File: src/rtl/hour24_tz_counter.sv
// Hour stage of the clock chain: UTC hour register, handshaked time-zone offset,
// and a registered local-hour / 12-24h BCD display view.
module hour24_tz_counter #(
    parameter int TZ_MIN = -12,
    parameter int TZ_MAX = 14
) (
    input  logic       clk,
    input  logic       reset,
    input  logic       min_cycle,
    input  logic       set_valid,
    input  logic [4:0] set_hour,
    input  logic       tz_valid,
    input  logic [4:0] tz_offset,
    output logic       tz_ready,
    output logic       tz_err,
    output logic [4:0] tz_active,
    input  logic       mode12,
    output logic [4:0] utc_hour,
    output logic [4:0] local_hour,
    output logic [1:0] day_adj,
    output logic [7:0] disp_bcd,
    output logic       pm,
    output logic       day_cycle
);

    localparam int unsigned HW = 5;
    localparam int unsigned SW = 7;
    localparam logic signed [SW-1:0] TZ_LO = SW'(TZ_MIN);
    localparam logic signed [SW-1:0] TZ_HI = SW'(TZ_MAX);
    localparam logic [HW-1:0] LAST_HOUR = HW'(23);

    typedef enum logic {
        IDLE  = 1'b0,
        CHECK = 1'b1
    } state_t;

    state_t                 state;
    state_t                 state_next;
    logic                   capture;
    logic                   commit;
    logic                   reject;
    logic [HW-1:0]          pending;
    logic signed [SW-1:0]   pend_ext;
    logic                   in_range;
    logic [HW-1:0]          utc_next;
    logic signed [SW-1:0]   sum;
    logic [HW-1:0]          local_next;
    logic [1:0]             adj_next;
    logic [HW-1:0]          disp_val;
    logic [3:0]             tens;
    logic [3:0]             ones;

    assign pend_ext  = $signed({{(SW-HW){pending[HW-1]}}, pending});
    assign in_range  = (pend_ext >= TZ_LO) && (pend_ext <= TZ_HI);
    assign tz_ready  = (state == IDLE);
    assign day_cycle = min_cycle & ~set_valid & (utc_hour == LAST_HOUR);

    // Offset handshake: accept in IDLE, range-check the captured value in CHECK
    always_comb begin
        state_next = state;
        capture    = 1'b0;
        commit     = 1'b0;
        reject     = 1'b0;
        case (state)
            IDLE: begin
                if (tz_valid) begin
                    capture    = 1'b1;
                    state_next = CHECK;
                end
            end
            CHECK: begin
                state_next = IDLE;
                if (in_range) begin
                    commit = 1'b1;
                end else begin
                    reject = 1'b1;
                end
            end
            default: state_next = IDLE;
        endcase
    end

    always_ff @(posedge clk or negedge reset) begin
        if (!reset) begin
            state     <= IDLE;
            pending   <= '0;
            tz_active <= '0;
            tz_err    <= 1'b0;
        end else begin
            state  <= state_next;
            tz_err <= reject;
            if (capture) begin
                pending <= tz_offset;
            end
            if (commit) begin
                tz_active <= pending;
            end
        end
    end

    // An out-of-range load request also swallows that cycle's minute pulse
    always_comb begin
        utc_next = utc_hour;
        if (set_valid) begin
            if (set_hour <= LAST_HOUR) begin
                utc_next = set_hour;
            end
        end else if (min_cycle) begin
            utc_next = (utc_hour == LAST_HOUR) ? '0 : utc_hour + HW'(1);
        end
    end

    always_ff @(posedge clk or negedge reset) begin
        if (!reset) begin
            utc_hour <= '0;
        end else begin
            utc_hour <= utc_next;
        end
    end

    // Local hour wraps into the previous/next day around the UTC hour
    always_comb begin
        sum        = $signed({{(SW-HW){1'b0}}, utc_hour})
                   + $signed({{(SW-HW){tz_active[HW-1]}}, tz_active});
        local_next = HW'(sum);
        adj_next   = 2'b00;
        if (sum < 0) begin
            local_next = HW'(sum + SW'(24));
            adj_next   = 2'b11;
        end else if (sum > SW'(23)) begin
            local_next = HW'(sum - SW'(24));
            adj_next   = 2'b01;
        end
    end

    always_comb begin
        disp_val = local_next;
        if (mode12) begin
            if (local_next == '0) begin
                disp_val = HW'(12);
            end else if (local_next >= HW'(13)) begin
                disp_val = local_next - HW'(12);
            end
        end
        tens = 4'd0;
        ones = 4'(disp_val);
        if (disp_val >= HW'(20)) begin
            tens = 4'd2;
            ones = 4'(disp_val - HW'(20));
        end else if (disp_val >= HW'(10)) begin
            tens = 4'd1;
            ones = 4'(disp_val - HW'(10));
        end
    end

    always_ff @(posedge clk or negedge reset) begin
        if (!reset) begin
            local_hour <= '0;
            day_adj    <= 2'b00;
            disp_bcd   <= 8'h00;
            pm         <= 1'b0;
        end else begin
            local_hour <= local_next;
            day_adj    <= adj_next;
            disp_bcd   <= {tens, ones};
            pm         <= (local_next >= HW'(12));
        end
    end

endmodule

File: config.mk
export PLATFORM = sky130hd
export DESIGN_NAME = hour24_tz_counter
export DESIGN_NICKNAME = d
export VERILOG_FILES = /design/src/rtl/hour24_tz_counter.sv
export SDC_FILE = /design/constraint.sdc
export NUM_CORES = 1
export LEC_CHECK = 0
export ABC_AREA = 1
export CAP_MARGIN = 20
export CORE_MARGIN = 10
export CORE_UTILIZATION = 50
export CTS_CLUSTER_DIAMETER = 30
export DETAILED_ROUTE_END_ITERATION = 8
export GPL_TIMING_DRIVEN = 0
export PLACE_DENSITY = 0.79
export SETUP_SLACK_MARGIN = 0.15
export SYNTH_ARGS = -nofsm -noshare
export SYNTH_HDL_FRONTEND = slang
export SYNTH_SLANG_ARGS = --single-unit
export TNS_END_PERCENT = 20
File: constraint.sdc
create_clock -name clk -period 4.5 [get_ports clk]
set_input_delay 0.675 -clock clk [delete_from_list [all_inputs] [get_ports clk]]
set_output_delay 0.675 -clock clk [all_outputs]
set_load 0.05 [all_outputs]
# Word level (Yosys, flattened, before mapping)
# Index checks and enable logic that the tools add are counted.
dict set report op_classes {
  n_addsub 7
  n_lt_le_gt_ge 9
  eq_ne 2
  n_mux 22
  bitwise_logic 4
  n_reduce_logical 4
}
# operator n
set ops {}
lappend ops {{$mux W5} 9}
lappend ops {{$ge A5 B4 Y1 const B} 3}
lappend ops {{$ge A5 B5 Y1 const B} 2}
lappend ops {{$le A5 B5 Y1 const B} 2}
lappend ops {{$sub A5 B4 Y5 const B} 2}
lappend ops {{$mux W1} 8}
lappend ops {{$mux W4} 2}
lappend ops {{$add A6 B5 Y7} 1}
lappend ops {{$gt A7 B6 Y1 const B} 1}
lappend ops {{$lt A7 B1 Y1 const B} 1}
lappend ops {{$add A5 B1 Y5 const B} 1}
lappend ops {{$add A5 B4 Y5 const B} 1}
lappend ops {{$eq A5 B5 Y1 const B} 1}
lappend ops {{$logic_not A5 Y1} 1}
lappend ops {{$mux W2} 2}
lappend ops {{$sub A4 B3 Y4 const B} 1}
lappend ops {{$sub A4 B4 Y4 const B} 1}
lappend ops {{$and A1 B1 Y1} 2}
lappend ops {{$ne A2 B1 Y1 const B} 1}
lappend ops {{$not A1 Y1} 2}
lappend ops {{$pmux W1 S2} 1}
lappend ops {{$reduce_and A2 Y1} 1}
lappend ops {{$reduce_bool A2 Y1} 1}
lappend ops {{$logic_and A1 B1 Y1} 1}
dict set report word_totals {
  register_bits 33
  input_bits 16
  out_inout_bits 29
  wordCells 57
}

# Longest topological paths before layout
# Gate-level depths: netlist of run 1.
dict set report logic_depth {
  depth_word 11
  mapped_depth 32
  depth_no_buf 32
}

# Least setup slack after synthesis of run 1
# Ideal clock, no wire load.
dict set report synth_path {
  kind {register to register}
  from {register utc_hour[0]}
  to {register disp_bcd[1]}
  setup_time_ns 0.117
  arrival_time_ns 3.535
  path_slack_ns 0.848
  stages_incl_launch_ff 28
  n_path_buf 0
  cell_sequence {dfrtp_1 -> ha_1 -> fa_1 -> nand3_1 -> nand3_2 -> nand2_1 -> nand2_2 -> ha_1 -> nand2_1 -> nand2_1 -> nand2_2 -> nand4_1 -> nand2_4 -> ha_1 -> nand2_1 -> nand3_4 -> nand2_1 -> nand2_1 -> nand3_2 -> inv_1 -> ha_1 -> inv_1 -> nor2_1 -> nor2_4 -> nand2_4 -> nand2_4 -> nand2_1 -> nand2_1}
}
dict set report synth_between {
  elab_chain_len 11
  word_cells_on_any_way 19
  cone_classes {6 x add/sub; 5 x order compare; 7 x mux; 1 x reduce/logical}
}
# element line
set synth_lines {}
lappend synth_lines {{start, declared} 18} ;# output logic [4:0] utc_hour,
lappend synth_lines {{start signal, assigned} 117} ;# utc_hour <= utc_next;
lappend synth_lines {{$add A6 B5 Y7 *} 124} ;# + $signed({{(SW-HW){tz_active[HW-1]}}, tz_active});
lappend synth_lines {{$gt A7 B6 Y1 / $sub A5 B4 Y5 (equally long branches)} {130, 131}}
lappend synth_lines {{$mux W5} 130} ;# end else if (sum > SW'(23)) begin
lappend synth_lines {{$mux W5 *} 127} ;# if (sum < 0) begin
lappend synth_lines {{named net local_next[3]} 47} ;# logic [HW-1:0] local_next;
lappend synth_lines {{$sub A5 B4 Y5 / $ge A5 B4 Y1 (equally long branches)} {142, 141}}
lappend synth_lines {{$mux W5} 141} ;# end else if (local_next >= HW'(13)) begin
lappend synth_lines {{$mux W5} 139} ;# if (local_next == '0) begin
lappend synth_lines {{$mux W5 *} 138} ;# if (mode12) begin
lappend synth_lines {{$ge A5 B4 Y1 / $sub A4 B4 Y4 (equally long branches)} {150, 152}}
lappend synth_lines {{$mux W4} 150} ;# end else if (disp_val >= HW'(10)) begin
lappend synth_lines {{$mux W4 *} 147} ;# if (disp_val >= HW'(20)) begin
lappend synth_lines {{named net ones[1]} 51} ;# logic [3:0] ones;
lappend synth_lines {{end signal, assigned} 165} ;# disp_bcd <= {tens, ones};
lappend synth_lines {{end, declared} 21} ;# output logic [7:0] disp_bcd,
# Mark *: on every way through the listed nets, which the timed path passes. The rest lies on a longest branch.
# A chain may end at the register's enable or synchronous reset.

# Worst setup path in the final report of run 1
dict set report layout_path {
  from {register tz_active[0]}
  to {register disp_bcd[2]}
}
dict set report layout_between {
  elab_chain_len 11
  word_cells_on_any_way 19
  cone_classes {6 x add/sub; 5 x order compare; 7 x mux; 1 x reduce/logical}
}
# element line
set layout_lines {}
lappend layout_lines {{start, declared} 16} ;# output logic [4:0] tz_active,
lappend layout_lines {{start signal, assigned} 96} ;# tz_active <= pending;
lappend layout_lines {{$add A6 B5 Y7 *} 124}
lappend layout_lines {{$gt A7 B6 Y1 / $sub A5 B4 Y5 (equally long branches)} {130, 131}}
lappend layout_lines {{$mux W5} 130}
lappend layout_lines {{$mux W5 *} 127}
lappend layout_lines {{named net local_next[3]} 47}
lappend layout_lines {{$sub A5 B4 Y5 / $ge A5 B4 Y1 (equally long branches)} {142, 141}}
lappend layout_lines {{$mux W5} 141}
lappend layout_lines {{$mux W5} 139}
lappend layout_lines {{$mux W5 *} 138}
lappend layout_lines {{$ge A5 B4 Y1 / $sub A4 B4 Y4 (equally long branches)} {150, 152}}
lappend layout_lines {{$mux W4} 150}
lappend layout_lines {{$mux W4 *} 147}
lappend layout_lines {{named net ones[2]} 51}
# Marked as above.

==> results.cfg, run 1 <==
[run_status]
status = finished clean

[worst_setup_path]
critPathMaxStageDelay_ps = 440
crit_path_end = disp_bcd[2]
critical-path-slowest-cell = fa_1
reg2reg_slack_ps = 670
crit_required_ps = 4670
critPathKind = flip-flop to flip-flop
cp.arrival_ps = 3990
crit_path_start = tz_active[0]
critPathMaxFanout = 6
rr_endpoint = disp_bcd[2]
worst_setup_path_end_kind = flip-flop
r2r_start = tz_active[0]
critPathLaunchType = flip-flop
crit_path_frequent_cell = nand2_1
ff2ff_path_depth = 27

[timing]
holdWs_ps = 537
fin_crit_ps = 3830
finalMaxSlewViolations = 0
tightest_slew_ps = 873
fin_setup_tns_ps = 0
slew_headroom_pct = 41.6
rsz0062_at_grt = no
setup_viol = 0
skew_ps = 6.43
period_share_pct = 85.0
clock.fmax_mhz = 261
hold_viol_final = 0

[place]
port_buffers = 42
place_area_um2 = 2530
place.gp.congestion = 0.789
dp_hpwl_um = 3530

[route]
routed_wl_um = 4500
drc = 0
antenna_left = 0
routed_via_density = 5.01
detail_route.wl_per_cell_um = 13.0
first_iter_violations = 88
dr.pass1.iters = 4
vias = 1727

[grt]
grt_pass1_vias = 1767
grt_max_degree = 18
grt_overflow = 0
grtUsageTotal_pct = 13.3
antenna_found_initial = 0
busiest_layer = met2
grtUsageMet1_pct = 14.0
grt_pass1_wl_um = 7850
grt_use_met3_pct = 5.08
global_route.usage.met2_pct = 23.5

[synth]
async_flop_share_pct = 100
synth-main-ff-cell = dfrtp_1
synth-seq-cells = 31
synth.avg_cell_area_um2 = 8.31
yosys_warnings = 0
synth_cells = 243
synthesis.area_um2 = 2020
synth_seq_area_share_pct = 38.4
ys_types = 33
synth_edf_count = 0

[die]
ios = 45
initial_core_util_pct = 51.2
die_h_um = 83.6
core_um2 = 3940
fp.dieW_um = 83.6
die_area_um2 = 6980
rows = 23

[clock_tree]
clock_latency_ps = 280
cts-root-buf = clkbuf_8
cts_tree = done
clk_pin_slew_ps = 70
post-cts-setup-buffers = 0
htree_levels = 2
clockBufferDepth = 2
cts_buffers = 5
cts_resized = 0
cts.sinks = 31
holdBufCountCts = 0

[cells_and_area]
seqCellArea_um2 = 776
finalInstanceArea_um2 = 2630
nets = 325
fillCellCount = 326
multi_input_area_um2 = 1080
layout_common_cells = nand2_1 (57), clkdlybuf4s50_1 (42), dfrtp_1 (31)
drive_above_1_share_pct = 16.3
final_common_cell = nand2_1
antenna_cells = 0
area_growth_pct = 30.4

[power_and_ir_drop]
p_per_area_nw_per_um2 = 871
irDropWorstVdd_uv = 548
p_leak_nw = 1.29

[job]
drv_cap = 0

[min_path]
hp-class = flip-flop to flip-flop
## power by group
part	switching (mW)	total [mW]	internal (mW)	leakage (nW)
clock	0.102	0.242	0.139	0.0515
combinational	1.08	1.63	0.545	0.870
sequential	0.0470	0.424	0.377	0.369
total	1.23	2.29	1.06	1.29
## through the flow
step / std cells / setup WS [ps] / power, mW / utilization (%)
final: 345 / 674 / 2.29 / 66.8
after global routing: 345 / 295 / 2.51 / 66.8
after CTS: 345 / 682 / 2.32 / 66.8
after detailed placement: 337 / 716 / 2.05 / 64.3
after global placement: 336 / 773 / 2.02 / 63.6
after floorplan: 244 / 848 / 1.68 / -
## cells by family (layout without fill, tap and decap cells)
logic type,Yosys count,after routing,synth area share [%]
AOI/OAI and AO/OA,26,26,8.30
xor gates and xnor gates,1,1,0.434
adders and majority gates,15,15,9.67
buffers and inverters,43,94,8.36
DFF,31,31,38.4
muxes,1,1,0.558
other,1,2,0.186
and+or+nand+nor,125,125,34.1
## cells in the mapped netlist (2+ instances only)
| cell type | n | area [um2] |
|---|---|---|
| nand2_1 | 57 | 214 |
| dfrtp_1 | 31 | 776 |
| inv_1 | 30 | 113 |
| nand3_1 | 17 | 85.1 |
| nor2_1 | 15 | 56.3 |
| ha_1 | 14 | 175 |
| o21ai_0 | 11 | 55.1 |
| nand2_2 | 9 | 56.3 |
| inv_2 | 8 | 30.0 |
| nand3_2 | 7 | 70.1 |
| nand4_1 | 7 | 43.8 |
| nand2_4 | 6 | 67.6 |
| a21oi_1 | 4 | 20.0 |
| a31oi_1 | 3 | 18.8 |
| buf_4 | 2 | 15.0 |
| clkbuf_1 | 2 | 7.51 |
| nand3_4 | 2 | 35.0 |
| o21bai_1 | 2 | 15.0 |
| o22ai_1 | 2 | 12.5 |
## metal layers
metal | vias to the layer above | wire (um)
met5 | - | 0
met4 | 0 | 61
met3 | 5 | 252
met2 | 27 | 2250
met1 | 809 | 1930
li1 | 886 | -
## worst min path at each step
stage          cells past startpoint           end    startpoint  slack (ps)
2_1_floorplan                      0    day_adj[0]         reset         380
3_3_place_gp                       2    pending[0]    pending[0]         510
3_5_place_dp                       2  tz_active[2]  tz_active[2]         520
4_1_cts                            2        tz_err         state         540
5_1_grt                            1  tz_active[0]    pending[0]         580
6_report                           2        tz_err         state         540
## area by class of cell
type / instances / share of cell area (%)
plain buffers: 4 / 0.855
flip-flops and latches: 31 / 29.5
well taps: 50 / 2.38
multi-input cells: 170 / 40.9
repair buffers: 43 / 17.0
clock buffers: 8 / 3.80
inverters: 39 / 5.56
## critical path: cells and delay by family (launching register included)
| kind | cells | cell delay (ps) |
|---|---|---|
| buffers and inverters | 1 | 120 |
| and+or+nand+nor | 21 | 1940 |
| adders and majority gates | 5 | 1260 |
| DFF | 1 | 420 |
## state kept, by name, summed over array words and instances, names as in the netlist
register and cells:
pm 1, disp_bcd 6, utc_hour 5, day_adj 2
state 1, local_hour 5, tz_err 1, pending 5
tz_active 5
Power figures use the tool's default switching activity.
==> run 2: changes to the inputs <==
Settings changed: CTS_CLUSTER_DIAMETER 30 to 80.
==> results of run 2 <==
No change in the layout: final DEF, timing and power equal those of run 1.
